`src/rtl/cpu_ctrl_multicycle.sv`:
```
// cpu_ctrl_multicycle
//   Moore-style control unit for a multicycle CPU datapath. Decodes OPCODE/FUNCT
//   from the instruction register and drives one datapath step per state.
//   Memory reads are stretched by MEM_WAIT extra cycles using a wait counter.
//   Undefined instructions trap into a sticky HALT state that only reset leaves.
//
// Ports
//   clk, reset               clock (rising edge), async active-low reset
//   OPCODE, FUNCT, ZERO      IR[31:26], IR[5:0], ULA zero flag
//   PC_w .. REG_w            datapath write strobes
//   IorD, ULA_srcA/srcB/op   memory address and ULA operand/operation selects
//   M_WREG, MemtoReg, PC_src register-bank and PC source selects
//   state, illegal           debug state code, undefined-instruction flag
//
// state  | meaning
// RESET  | one idle cycle after reset release
// FETCH  | read instruction at PC, PC <= PC+4 on last wait cycle
// DECODE | load A/B, precompute branch target into ALUOut
// EXEC_R | R-type add
// WB_R   | write ALUOut to rd
// EXEC_I | addi
// WB_I   | write ALUOut to rt
// ADDR   | effective address for lw/sw
// MEM_RD | data read at ALUOut, load MDR on last wait cycle
// WB_MEM | write MDR to rt
// MEM_WR | single-cycle store
// BRANCH | beq compare, PC <= ALUOut when ZERO
// JUMP   | PC <= jump target
// HALT   | undefined instruction, sticky until reset

module cpu_ctrl_multicycle #(
  parameter int MEM_WAIT = 1,
  parameter int CNT_W    = 3
) (
  input  logic       clk,
  input  logic       reset,
  input  logic [5:0] OPCODE,
  input  logic [5:0] FUNCT,
  input  logic       ZERO,
  output logic       PC_w,
  output logic       MEM_w,
  output logic       IR_w,
  output logic       A_w,
  output logic       B_w,
  output logic       ALUOut_w,
  output logic       MDR_w,
  output logic       REG_w,
  output logic       IorD,
  output logic       ULA_srcA,
  output logic [1:0] ULA_srcB,
  output logic [2:0] ULA_op,
  output logic [1:0] M_WREG,
  output logic       MemtoReg,
  output logic [1:0] PC_src,
  output logic [3:0] state,
  output logic       illegal
);

  typedef enum logic [3:0] {
    S_RESET  = 4'd0,
    S_FETCH  = 4'd1,
    S_DECODE = 4'd2,
    S_EXEC_R = 4'd3,
    S_WB_R   = 4'd4,
    S_EXEC_I = 4'd5,
    S_WB_I   = 4'd6,
    S_ADDR   = 4'd7,
    S_MEM_RD = 4'd8,
    S_WB_MEM = 4'd9,
    S_MEM_WR = 4'd10,
    S_BRANCH = 4'd11,
    S_JUMP   = 4'd12,
    S_HALT   = 4'd15
  } state_t;

  localparam logic [5:0] OP_RTYPE = 6'h00;
  localparam logic [5:0] OP_ADDI  = 6'h08;
  localparam logic [5:0] OP_LW    = 6'h23;
  localparam logic [5:0] OP_SW    = 6'h2B;
  localparam logic [5:0] OP_BEQ   = 6'h04;
  localparam logic [5:0] OP_J     = 6'h02;
  localparam logic [5:0] FN_ADD   = 6'h20;

  localparam logic [CNT_W-1:0] WAIT_C = CNT_W'(MEM_WAIT);

  localparam logic [2:0] OP_PASS = 3'b000;
  localparam logic [2:0] OP_ADD  = 3'b001;
  localparam logic [2:0] OP_SUB  = 3'b010;

  state_t           state_q, state_d;
  logic [CNT_W-1:0] cnt_q, cnt_d;

  always_ff @(posedge clk or negedge reset) begin
    if (!reset) begin
      state_q <= S_RESET;
      cnt_q   <= '0;
    end else begin
      state_q <= state_d;
      cnt_q   <= cnt_d;
    end
  end

  // Last memory wait cycle: data is valid when the counter reaches MEM_WAIT.
  logic mem_done;
  assign mem_done = (cnt_q == WAIT_C);

  always_comb begin
    state_d  = state_q;
    cnt_d    = '0;
    PC_w     = 1'b0;
    MEM_w    = 1'b0;
    IR_w     = 1'b0;
    A_w      = 1'b0;
    B_w      = 1'b0;
    ALUOut_w = 1'b0;
    MDR_w    = 1'b0;
    REG_w    = 1'b0;
    IorD     = 1'b0;
    ULA_srcA = 1'b0;
    ULA_srcB = 2'b00;
    ULA_op   = OP_PASS;
    M_WREG   = 2'b00;
    MemtoReg = 1'b0;
    PC_src   = 2'b00;
    illegal  = 1'b0;

    unique case (state_q)
      S_RESET: state_d = S_FETCH;
      S_FETCH: begin
        ULA_srcB = 2'b01;
        ULA_op   = OP_ADD;
        if (mem_done) begin
          IR_w    = 1'b1;
          PC_w    = 1'b1;
          state_d = S_DECODE;
        end else begin
          cnt_d = cnt_q + 1'b1;
        end
      end
      S_DECODE: begin
        A_w      = 1'b1;
        B_w      = 1'b1;
        ALUOut_w = 1'b1;
        ULA_srcB = 2'b11;
        ULA_op   = OP_ADD;
        if (OPCODE == OP_RTYPE && FUNCT == FN_ADD) state_d = S_EXEC_R;
        else if (OPCODE == OP_ADDI)                state_d = S_EXEC_I;
        else if (OPCODE == OP_LW || OPCODE == OP_SW) state_d = S_ADDR;
        else if (OPCODE == OP_BEQ)                 state_d = S_BRANCH;
        else if (OPCODE == OP_J)                   state_d = S_JUMP;
        else                                       state_d = S_HALT;
      end
      S_EXEC_R: begin
        ULA_srcA = 1'b1;
        ULA_op   = OP_ADD;
        ALUOut_w = 1'b1;
        state_d  = S_WB_R;
      end
      S_WB_R: begin
        REG_w   = 1'b1;
        M_WREG  = 2'b01;
        state_d = S_FETCH;
      end
      S_EXEC_I: begin
        ULA_srcA = 1'b1;
        ULA_srcB = 2'b10;
        ULA_op   = OP_ADD;
        ALUOut_w = 1'b1;
        state_d  = S_WB_I;
      end
      S_WB_I: begin
        REG_w   = 1'b1;
        state_d = S_FETCH;
      end
      S_ADDR: begin
        ULA_srcA = 1'b1;
        ULA_srcB = 2'b10;
        ULA_op   = OP_ADD;
        ALUOut_w = 1'b1;
        // IR is stable here; anything other than lw/sw would mean it changed.
        if (OPCODE == OP_LW)      state_d = S_MEM_RD;
        else if (OPCODE == OP_SW) state_d = S_MEM_WR;
        else                      state_d = S_HALT;
      end
      S_MEM_RD: begin
        IorD = 1'b1;
        if (mem_done) begin
          MDR_w   = 1'b1;
          state_d = S_WB_MEM;
        end else begin
          cnt_d = cnt_q + 1'b1;
        end
      end
      S_WB_MEM: begin
        REG_w    = 1'b1;
        MemtoReg = 1'b1;
        state_d  = S_FETCH;
      end
      S_MEM_WR: begin
        IorD    = 1'b1;
        MEM_w   = 1'b1;
        state_d = S_FETCH;
      end
      S_BRANCH: begin
        ULA_srcA = 1'b1;
        ULA_op   = OP_SUB;
        PC_src   = 2'b01;
        PC_w     = ZERO;
        state_d  = S_FETCH;
      end
      S_JUMP: begin
        PC_src  = 2'b10;
        PC_w    = 1'b1;
        state_d = S_FETCH;
      end
      S_HALT: begin
        illegal = 1'b1;
        state_d = S_HALT;
      end
      default: state_d = S_HALT;
    endcase
  end

  assign state = state_q;

endmodule

```
`config.mk`:
```
export PLATFORM = sky130hd
export DESIGN_NAME = cpu_ctrl_multicycle
export DESIGN_NICKNAME = d
export VERILOG_FILES = /design/src/rtl/cpu_ctrl_multicycle.sv
export SDC_FILE = /design/constraint.sdc
export NUM_CORES = 1
export LEC_CHECK = 0
export BUFFER_PORTS_ARGS = -buffer_cell sky130_fd_sc_hd__buf_4
export CAP_MARGIN = 20
export CORE_UTILIZATION = 43
export DETAILED_ROUTE_END_ITERATION = 8
export GPL_ROUTABILITY_DRIVEN = 0
export PLACE_DENSITY = 0.85
export SLEW_MARGIN = 20
export SYNTH_ARGS = -nofsm -noshare
export SYNTH_HDL_FRONTEND = slang
export SYNTH_SLANG_ARGS = --single-unit
```
`constraint.sdc`:
```
create_clock -name clk -period 1.7 [get_ports clk]
set_clock_uncertainty 0.1 [all_clocks]
set_input_delay 0 -clock clk [delete_from_list [all_inputs] [get_ports clk]]
set_output_delay 0 -clock clk [all_outputs]
set_load 0.05 [all_outputs]
```
Word level (Yosys, flattened, before mapping)
Index checks and enable logic that the tools add are counted.
{ "classes": {"add_sub_neg": 1, "muxes": 28, "n_eq_ne": 22, "n_reduce_logical": 13} }
{ "op_table": {"columns": ["cell", "n"], "rows": [
  ["$pmux 4 s7", 1],
  ["$eq 4x4->1 const B", 6],
  ["$mux 4", 5],
  ["$eq 6x6->1 const B", 3],
  ["$eq 4x3->1 const B", 4],
  ["$mux 3", 5],
  ["$mux 1", 12],
  ["$eq 4x2->1 const B", 2],
  ["$pmux 2 s2", 2],
  ["$reduce_or 4->1", 2],
  ["$reduce_or 7->1", 1],
  ["$eq 6x2->1 const B", 1],
  ["$eq 6x3->1 const B", 1],
  ["$eq 6x4->1 const B", 1],
  ["$logic_not 6->1", 1],
  ["$pmux 2 s3", 1],
  ["$reduce_or 2->1", 3],
  ["$reduce_or 5->1", 1],
  ["$eq 4x1->1 const B", 1],
  ["$logic_not 4->1", 1],
  ["$ne 2x2->1 const B", 2],
  ["$add 3x1->3 const B", 1],
  ["$eq 3x1->1 const B", 1],
  ["$pmux 1 s3", 1],
  ["5 further kinds", 5]
]} }
{ "totals": {"input_bits": 15, "out_inout_bits": 25, "word_cells": 66, "ff_bits": 7} }

Logic depth before layout (Yosys ltp)
Gate-level depths: netlist (run 1).
{ "logic_depth": {"depth_word": 7, "ltp_mapped": 5} }

Worst setup path before layout (run 1)
Ideal clock, no wire load.
{ "synth_path": {"path_kind": "register to output", "startpoint": "register state_q[1] (netlist: state[1])", "endpoint": "output PC_w", "required_ns": 1.600, "arrival_ns": 2.956, "path_slack_ns": -1.356, "stages_incl_launch_ff": 4, "path_cell_list": "dfrtp_1 > nand2b_1 > nor4_1 > a211o_1"} }
{ "synth_between": {"elab_chain_len": 2} }
{ "synth_rtl": {"columns": ["item", "line", "source"], "rows": [
  ["start, declared", "90", "state_t state_q, state_d;"],
  ["start signal, assigned", "98", "state_q <= state_d;"],
  ["$eq 4x4->1 or $eq 4x1->1 (tied branches)", "127", "unique case (state_q)"],
  ["$pmux 1 s3 (*)", "127", null],
  ["end, declared", "40", "output logic PC_w,"]
]} }
Every way passes the cells marked *; elsewhere a longest branch is shown, timed or not.

Worst setup path after layout (run 1)
{ "layout_path": {"startpoint": "register state_q[2] (netlist: state[2])", "endpoint": "output PC_w"} }
The elaborated chain is that of the path after synthesis.

==> flow_metrics.py, run 1 <==
metrics = {
    "outcome": {
        "status": "finished clean",
    },
    "synthesis": {
        "ys.warnings.count": 0,
        "synth_top_family_by_area": "simple AND/OR/NAND/NOR gates",
        "synthXorXnorAreaFrac_pct": 3.72,
        "ys_dominant_reg_cell": "dfrtp_1",
        "ys_ff_latch": 7,
        "synth-compound-area-share_pct": 26.0,
        "synthArstFlopShare_pct": 100,
        "ys_types": 33,
        "synth-simple-area-share_pct": 35.8,
        "synth_edf_count": 0,
        "synthCells": 92,
        "synth_top_cell_by_area": "dfrtp_1",
        "seq_area_frac_synth_pct": 24.8,
        "syn_area_per_cell_sq_um": 7.68,
        "synth_top_cells_by_area": "dfrtp_1 (25%), nor2_1 (8.0%), nor4b_4 (6.7%), buf_4 (6.4%), nand2_1 (5.3%)",
        "synthesis.area_sq_um": 707,
        "muxShareOfSynthArea_pct": 0,
        "synth_fa_ha_area_share_pct": 0,
        "synth.top_cell.area_share_pct": 24.8,
    },
    "worst_setup_path": {
        "r2r-start": "state[0]",
        "crit_type": "reg -> out",
        "rrSetupSlack_ps": 70,
        "crit_required_ps": 1600,
        "reg2reg_depth": 5,
        "startpoint_type": "flop",
        "crit_arrival_ps": 1580,
        "critPathMaxFanout": 8,
        "end_kind": "primary output",
        "rr_endpoint": "state[3]",
    },
    "place": {
        "dpl_cell_area_sq_mm": 0.00106,
        "post-place-ws_ps": 154,
        "dp_cells": 143,
        "io_buffers": 37,
        "dpl.hpwl_um": 1590,
    },
    "power_and_ir_drop": {
        "vdd_ir_drop_max_uv": 356,
        "power_mw": 0.398,
        "leakage_nw": 0.603,
        "p_per_area_mw_per_mm2": 320,
    },
    "layout": {
        "nFillCells": 93,
        "layout.cells.non_filler": 163,
        "fin_nets": 163,
        "area_delta_synth_final_pct": 75.9,
        "diodes": 0,
        "drive_gt1_share_pct": 58.5,
        "multi_input_area_sq_um": 553,
        "seq_area_sq_um": 180,
        "fin_area_sq_mm": 0.00124,
    },
    "timing": {
        "finalMaxSlewViolations": 0,
        "period_share_pct": 99.0,
        "fin_ws_ps": 16.5,
        "whs_ps": 19.1,
        "fin_crit_ps": 1680,
        "finalSetupViolCount": 0,
        "clock.fmax_mhz": 594,
        "finalHoldViolations": 0,
    },
    "routing": {
        "drc": 0,
        "wirelength_um": 2790,
        "antenna_left": 0,
        "drt_iter0_markers": 22,
        "viasPerCell": 5.90,
        "num_vias": 961,
        "wire_per_inst_um": 17.1,
        "dr.pass1.iters": 4,
    },
    "clock_tree": {
        "cts_root_buf": "clkbuf_4",
        "clk_latency_ps": 270,
        "clk_pin_slew_ps": 60,
        "max-clock-path-buffers": 2,
        "cts-htree-levels": 1,
        "cts_made_buffers": 3,
        "clock-sinks": 7,
        "cts_tree": "built",
    },
    "grt": {
        "antenna_found_initial": 0,
        "grt_max_degree": 10,
        "grt.overflow.total": 0,
        "grt_pass1_wl_um": 3750,
        "grt_pass1_vias": 838,
        "track_usage_pct": 27.4,
    },
    "floorplanning": {
        "dieArea_sq_mm": 0.00181,
        "start_util_pct": 46.4,
        "pin_count": 40,
        "core_sq_mm": 0.00152,
        "die_h_um": 42.5,
        "num_rows": 14,
        "dieWidth_um": 42.5,
    },
    "min_path": {
        "hold_depth": 5,
        "worstHoldStart": "OPCODE[5]",
        "hold_path.class": "in -> reg",
        "hold_end": "state[2]",
    },
    "job": {
        "max_cap_viol_count": 0,
    },
}
## cell type report
type | count | share of cell area, %
repair buffers | 57 | 36.1
multi-input cells | 75 | 44.5
clock buffers | 4 | 2.11
inverters | 4 | 1.21
well taps | 16 | 1.61
flip-flops and latches | 7 | 14.5
## worst max-delay path: stages (launching register included)
cell and delay [ps]:
dfrtp_2 480, buf_4 180, nand2_1 160, nor3_4 60, a211o_1 290, buf_6 160
## how the worst max path moves through the flow
stage	endpoint	startpoint
after floorplan	state[0]	state[0]
after global placement	state[0]	state[1]
after detailed placement	state[0]	state[1]
after CTS	PC_w	state[2]
after global routing	REG_w	state[2]
final	PC_w	state[2]
## cell families after synthesis
kind of cell	after synthesis
compound gates	25
flops	7
buf+inv	11
xor+xnor	3
simple gates	45
other cells	1
## through the flow
| step | setup TNS, ps | util (%) |
|---|---|---|
| floorplan | -886 | - |
| global placement | 0 | 69.3 |
| detailed placement | 0 | 69.3 |
| CTS | 0 | 77.6 |
| global route | -114 | 81.6 |
| finish | 0 | 81.6 |
## registers in the layout, indices dropped and copies added (netlist names)
| register | count |
|---|---|
| state | 4 |
| cnt_q | 3 |
## cell usage in the layout (no fill, tap or decap), types with 3 or more instances in the layout
cell / Yosys / layout
clkbuf_4: 0 / 3
dfrtp_1: 7 / 3
buf_4: 6 / 53
a31oi_1: 3 / 3
o21ai_0: 3 / 3
nor2_2: 0 / 5
xor2_1: 3 / 3
dfrtp_2: 0 / 4
inv_1: 4 / 4
nor2_1: 15 / 9
nand3_1: 3 / 3
a21oi_1: 5 / 3
nand2_1: 10 / 9
## what timing repair did
item	4_1_cts	5_1_grt
hold endpoints to repair	7	0
endpoints found under the setup margin	2	3
hold buffers	2	0
buffers inserted	8	6
pin swaps	0	2
resized for setup	2	4
## power by group
| part | switching (mW) | internal (mW) | leakage [nW] |
|---|---|---|---|
| combinational | 0.0323 | 0.0310 | 0.512 |
| sequential | 0 | 0.167 | 0.0757 |
| clock | 0.0777 | 0.0906 | 0.0150 |
## synthesized netlist by cell type, types with 2 or more instances
master,instances
nor2_1,15
nand2_1,10
dfrtp_1,7
buf_4,6
a21oi_1,5
inv_1,4
nor3_1,4
a31oi_1,3
nand2b_1,3
nand3_1,3
o21ai_0,3
xor2_1,3
a21o_1,2
a31o_2,2
a32oi_1,2
nor4_1,2
nor4b_4,2
## metal layers
| layer | part of all wire (%) | up-vias | wire length, um | global-route usage (%) |
|---|---|---|---|---|
| met1 | 41 | 452 | 1130 | 33.4 |
| met3 | 8.3 | 6 | 232 | 6.47 |
| met5 | 0 | - | 0 | 0 |
| li1 | - | 438 | - | - |
| met4 | 1.5 | 0 | 43 | 12.5 |
| met2 | 50 | 65 | 1380 | 45.2 |
Note: power is estimated with default switching activity, not from simulation.
==> run 2: changes to the inputs <==
--- a/config.mk
+++ b/config.mk
@@ -7,10 +7,10 @@
 export LEC_CHECK = 0
 export BUFFER_PORTS_ARGS = -buffer_cell sky130_fd_sc_hd__buf_4
 export CAP_MARGIN = 20
-export CORE_UTILIZATION = 43
+export CORE_UTILIZATION = 40
 export DETAILED_ROUTE_END_ITERATION = 8
 export GPL_ROUTABILITY_DRIVEN = 0
-export PLACE_DENSITY = 0.85
+export PLACE_DENSITY = 0.81
 export SLEW_MARGIN = 20
 export SYNTH_ARGS = -nofsm -noshare
 export SYNTH_HDL_FRONTEND = slang
==> run 2 against run 1 <==
  * The flow now finishes with violations (DRC)
  * Clock power down 8%
  * Critical path depth fell by 1
  * Highest routed layer unchanged
  * Utilization shrank 6.9 points
  * First-iteration DRC count grew 4.5%
  * Non-clock buffer count down 6
  * Critical path type unchanged
  * Largest power group is now registers
  * Largest cell class unchanged
  * Fmax grew 3.2%
==> flow_metrics.py, run 2 (synthesis gave the netlist of run 1 again) <==
metrics = {
    "outcome": {
        "status": "finished with violations",
        "failed_checks": "DRC",
    },
    "worst_setup_path": {
        "startpoint_type": "flop",
        "critPathMaxFanout": 7,
        "crit_required_ps": 1600,
        "worst_path_most_repeated_cell": "buf_4",
        "crit_chain": "buf_4, nor4b_4, buf_4, buf_4",
        "crit_slowest_cell": "dfrtp_2",
        "crit_type": "reg -> out",
        "crit_arrival_ps": 1530,
        "slowest_delay_ps": 450,
        "end_kind": "primary output",
    },
    "layout": {
        "largest_register_ffs": 4,
        "final_cell_mix": "buf_4 (49), nor2_1 (10), nand2_1 (8)",
        "fin_nets": 157,
        "final_core_util_pct": 74.7,
        "diodes": 0,
        "drive_gt1_share_pct": 56.7,
        "area_delta_synth_final_pct": 66.5,
        "layout_commonest_cell": "buf_4",
        "layout.cells.non_filler": 157,
        "nFillCells": 117,
    },
    "place": {
        "io_buffers": 37,
        "dpl.hpwl_um": 1570,
        "dp_cells": 144,
        "post-place-ws_ps": 209,
    },
    "routing": {
        "antenna_left": 0,
        "wirelength_um": 2310,
        "drt_iter0_markers": 23,
        "num_vias": 898,
        "viasPerCell": 5.72,
        "dr.pass1.iters": 9,
        "wire_per_inst_um": 14.7,
        "drc": 1,
    },
    "timing": {
        "finalSetupViolCount": 0,
        "clock.fmax_mhz": 613,
        "fin_crit_ps": 1630,
        "whs_ps": 24.5,
        "finalMaxSlewViolations": 0,
        "period_share_pct": 95.9,
        "fin_ws_ps": 69.3,
        "finalHoldViolations": 0,
    },
    "floorplanning": {
        "dieArea_sq_mm": 0.00194,
        "die_h_um": 44.0,
        "start_util_pct": 44.8,
        "num_rows": 14,
        "pin_count": 40,
        "dieWidth_um": 44.0,
        "core_sq_mm": 0.00158,
    },
    "grt": {
        "grt.overflow.total": 0,
        "track_usage_pct": 22.7,
        "grt_pass1_wl_um": 3310,
        "grt_pass1_vias": 787,
        "grt_max_degree": 16,
        "antenna_found_initial": 0,
    },
    "min_path": {
        "hold_path.class": "in -> reg",
    },
    "clock_tree": {
        "clk_pin_slew_ps": 50,
        "clk_latency_ps": 260,
        "cts_made_buffers": 3,
        "cts_tree": "built",
        "cts_root_buf": "clkbuf_4",
        "clock-sinks": 7,
        "max-clock-path-buffers": 2,
        "cts-htree-levels": 1,
    },
    "power_and_ir_drop": {
        "switching_share_pct": 25.1,
        "combPwrFrac_pct": 16.3,
        "switchingPower_mw": 0.0961,
        "power_mw": 0.384,
        "vdd_ir_drop_max_uv": 406,
        "internal_power_mw": 0.288,
        "clock_power_share_pct": 40.2,
        "power_frac_seq_pct": 43.5,
        "leakage_nw": 0.556,
        "p_per_area_mw_per_mm2": 326,
    },
    "job": {
        "max_cap_viol_count": 0,
    },
}
run 2: cell types whose count changed in the layout (fill, tap and decap cells not counted), sizes merged:
cell,delta
buf,-6
run 2: final timing paths:
check | from | to | slack [ps] | cells after the start
min in group asynchronous | reset | cnt_q[1] | 600 | 3
max in group asynchronous | reset | state[0] | 630 | 3
hold / removal | OPCODE[5] | state[2] | 20 | 5
setup reg to reg | state[2] | state[0] | 190 | 5
setup / recovery | state[2] | B_w | 70 | 4
hold reg to reg | cnt_q[0] | cnt_q[0] | 450 | 1
run 2: cell type report:
type	instances	area, sq um	area share (%)
Multi-Input combinational cell	75	546	46.3
Timing Repair Buffer	51	388	32.9
Sequential cell	7	183	15.5
Tap cell	16	20.0	1.70
Clock buffer	4	26.3	2.23
Inverter	4	15.0	1.28
run 2: timing repair:
item,CTS,global route
gates resized for setup,1,5
endpoints found under the setup margin,1,5
setup buffers,0,7
endpoints found under the hold margin,7,0
hold buffers,2,0
run 2: metal layers:
| layer | GRT usage, % | up-vias | wire length [um] |
|---|---|---|---|
| met5 | 0 | - | 0 |
| met4 | 6.06 | 0 | 18 |
| met3 | 5.31 | 5 | 142 |
| met2 | 38.8 | 51 | 1130 |
| met1 | 28.6 | 417 | 1020 |
| li1 | - | 425 | - |
run 2: worst max-delay path, delay by kind of cell (launching register included):
| kind | cells | cell delay [ps] |
|---|---|---|
| simple gates | 1 | 290 |
| flops | 1 | 450 |
| buf+inv | 3 | 530 |
run 2: stage by stage:
| stage | TNS [ps] | cell area [sq um] |
|---|---|---|
| 2_1_floorplan | -886 | 778 |
| 3_3_place_gp | 0 | 1060 |
| 3_5_place_dp | 0 | 1060 |
| 4_1_cts | 0 | 1110 |
| 5_1_grt | -2.20 | 1180 |
| 6_report | 0 | 1180 |
run 2: power by group through the flow:
stage               logic [mW]  registers (mW)  clock network, mW
CTS                     0.0626           0.167              0.161
detailed placement      0.0590           0.170                  0
global placement        0.0576           0.170                  0
finish                  0.0625           0.167              0.154
global route            0.0688           0.167              0.169
floorplan               0.0259           0.170                  0
==> run 3: changes to the inputs <==
--- a/config.mk
+++ b/config.mk
@@ -5,9 +5,10 @@
 export SDC_FILE = /design/constraint.sdc
 export NUM_CORES = 1
 export LEC_CHECK = 0
+export ABC_AREA = 1
 export BUFFER_PORTS_ARGS = -buffer_cell sky130_fd_sc_hd__buf_4
 export CAP_MARGIN = 20
-export CORE_UTILIZATION = 40
+export CORE_UTILIZATION = 38
 export DETAILED_ROUTE_END_ITERATION = 8
 export GPL_ROUTABILITY_DRIVEN = 0
 export PLACE_DENSITY = 0.81
==> constraint.sdc (replaced) <==
create_clock -name clk -period 1.5 [get_ports clk]
set_clock_uncertainty 0.1 [all_clocks]
set_input_delay 0 -clock clk [delete_from_list [all_inputs] [get_ports clk]]
set_output_delay 0 -clock clk [all_outputs]
set_load 0.05 [all_outputs]
==> run 3 against run 2 <==
  * The run ends with DRC, setup timing left
  * Count of clock-buffer cells in the layout is the same
  * Combinational power grew 10%
  * Final cell count grew 24%
  * Sequential cell count is the same
  * Register-to-register slack lost 250 ps
  * Critical path depth grew 3
  * Total power grew 15%
  * Synthesized area shrank 4.1%
  * Clock power grew 18%
  * Non-clock buffer count grew 6
  * Critical endpoint is now ULA_srcA
==> flow_metrics.py, run 3 <==
metrics = {
    "outcome": {
        "status": "finished with violations",
        "failed_checks": "DRC, setup timing",
    },
    "job": {
        "max_cap_viol_count": 0,
    },
    "routing": {
        "wire_per_inst_um": 16.2,
        "drc": 2,
        "wirelength_um": 3160,
        "antenna_left": 0,
        "drt_iter0_markers": 59,
        "viasPerCell": 5.44,
        "dr.pass1.iters": 9,
        "num_vias": 1061,
    },
    "timing": {
        "finalSetupViolCount": 12,
        "tns_ps": -545,
        "finalHoldViolations": 0,
        "whs_ps": 28.1,
        "rsz0062_at_grt": "true",
        "fin_crit_ps": 1630,
        "clock.fmax_mhz": 613,
        "period_share_pct": 109,
        "fin_ws_ps": -132,
        "finalMaxSlewViolations": 0,
    },
    "worst_setup_path": {
        "slowest_delay_ps": 470,
        "crit_slowest_cell": "dfrtp_2",
        "end_kind": "primary output",
        "critical_path.top_delay_family": "flip-flops",
        "crit_required_ps": 1400,
        "crit_chain": "inv_2, nand2_4, nor2_2, nand2_1, o21a_1, nand2_2, buf_8",
        "critPathMaxFanout": 5,
        "startpoint_type": "flop",
        "crit_buf_inv": 2,
        "crit_arrival_ps": 1530,
        "crit_type": "reg -> out",
    },
    "place": {
        "post-place-ws_ps": 58.1,
        "io_buffers": 37,
        "dp_cells": 174,
        "dpl_cell_area_sq_mm": 0.00111,
        "dpl.hpwl_um": 1630,
    },
    "layout": {
        "largest_register_ffs": 4,
        "fin_area_sq_mm": 0.00140,
        "final_core_util_pct": 87.6,
        "layout_commonest_cell": "buf_4",
        "area_delta_synth_final_pct": 106,
        "diodes": 0,
        "final_cell_mix": "buf_4 (35), nor2_1 (18), nand2_1 (15)",
        "layout.cells.non_filler": 195,
        "drive_gt1_share_pct": 60.2,
        "fin_nets": 187,
    },
    "floorplanning": {
        "die_h_um": 44.2,
        "start_util_pct": 42.5,
        "pin_count": 40,
        "dieWidth_um": 44.2,
        "core_sq_mm": 0.00159,
        "num_rows": 14,
        "dieArea_sq_mm": 0.00196,
    },
    "synthesis": {
        "ys.warnings.count": 0,
        "synth.top_cell.area_share_pct": 25.8,
        "ys_ff_latch": 7,
        "synth_top_cell_by_area": "dfrtp_1",
        "synthesis.area_sq_um": 678,
        "ys_types": 23,
        "syn_area_per_cell_sq_um": 6.00,
        "synthArstFlopShare_pct": 100,
        "ys_top_cells_by_count": "nor2_1 (30), nand2_1 (22), inv_1 (12)",
        "seq_area_frac_synth_pct": 25.8,
        "synth_top_cells_by_area": "dfrtp_1 (26%), nor2_1 (17%), nand2_1 (12%), inv_1 (6.6%), nand3_1 (4.4%)",
        "yosys.cell_count.top_type": "nor2_1",
        "synth_edf_count": 0,
        "synthCells": 113,
        "ys_dominant_reg_cell": "dfrtp_1",
    },
    "grt": {
        "grt.overflow.total": 0,
        "grt_pass1_vias": 982,
        "grt_pass1_wl_um": 4060,
        "antenna_found_initial": 0,
        "track_usage_pct": 28.1,
        "grt_max_degree": 7,
    },
    "power_and_ir_drop": {
        "power_mw": 0.440,
        "leakage_nw": 0.659,
        "p_per_area_mw_per_mm2": 315,
        "vdd_ir_drop_max_uv": 439,
        "switching_share_pct": 26.2,
        "internal_power_mw": 0.325,
        "combPwrFrac_pct": 15.6,
        "switchingPower_mw": 0.115,
        "power_frac_seq_pct": 42.9,
        "clock_power_share_pct": 41.5,
    },
    "clock_tree": {
        "clock-sinks": 7,
        "max-clock-path-buffers": 2,
        "cts_root_buf": "clkbuf_4",
        "cts_made_buffers": 3,
        "cts-htree-levels": 1,
        "clk_latency_ps": 270,
        "clk_pin_slew_ps": 60,
        "cts_tree": "built",
    },
    "min_path": {
        "hold_path.class": "in -> reg",
    },
}
[run 3: cell types whose count changed in the layout (fill, tap and decap cells not counted), moves of 3 or more]
cell / delta
nand4_1: +3
o21ai_0: -3
buf_4: -14
nor2_1: +8
nand2_1: +7
nor2_4: +4
nand2_2: +5
buf_6: +14
nand3_1: +3
nor2_2: +6
inv_2: +5
inv_1: +8
buf_8: +4
[run 3: metal layers]
| metal | track usage, % | vias to the layer above | routed length [um] |
|---|---|---|---|
| li1 | - | 459 | - |
| met1 | 30.4 | 501 | 1130 |
| met2 | 53.5 | 78 | 1620 |
| met3 | 3.67 | 23 | 231 |
| met4 | 12.7 | 0 | 174 |
| met5 | 0 | - | 0 |
[run 3: worst reg2reg max path, stage by stage, from the launching register on]
cell	delay, ps
dfrtp_2	470
buf_4	170
nand2_2	110
nor2_4	60
buf_6	130
buf_6	120
nand2_2	50
nand2_1	60
nor2_1	130
nor2_1	60
[run 3: final timing paths]
| check | slack, ps | from | to | depth (start not counted) |
|---|---|---|---|---|
| min reg2reg | 400 | cnt_q[0] | cnt_q[0] | 1 |
| min | 30 | OPCODE[3] | state[1] | 4 |
| min in group asynchronous | 580 | reset | state[2] | 3 |
| max reg2reg | -60 | state[1] | state[0] | 9 |
| max in group asynchronous | 480 | reset | state[3] | 3 |
| max | -130 | state[1] | ULA_srcA | 7 |
[run 3: timing repair]
action	CTS	global route
gates cloned	0	0
hold buffers	3	0
pin swaps	3	4
endpoints found under the setup margin	11	17
hold endpoints to repair	7	0
gates resized for setup	15	20
setup buffers	12	3
[run 3: area by class of cell]
class	instances	area (sq um)
repair buffers	57	531
fillers	81	198
multi-input cells	84	546
well taps	24	30.0
clock buffers	4	26.3
flip-flops and latches	7	185
inverters	19	78.8
[run 3: kinds of logic after synthesis]
group | count (synthesis) | synth area share (%)
other | 1 | 0.553
buffers and inverters | 23 | 14.6
AO/OA/AOI/OAI | 11 | 10.5
flip-flops | 7 | 25.8
AND/OR/NAND/NOR | 70 | 47.2
XOR/XNOR | 1 | 1.29
[run 3: power by group through the flow]
stage | registers (mW) | logic [mW] | clock network [mW]
finish | 0.189 | 0.0688 | 0.182
global route | 0.189 | 0.0744 | 0.193
CTS | 0.189 | 0.0670 | 0.177
detailed placement | 0.192 | 0.0606 | 0
global placement | 0.192 | 0.0583 | 0
floorplan | 0.192 | 0.0280 | 0
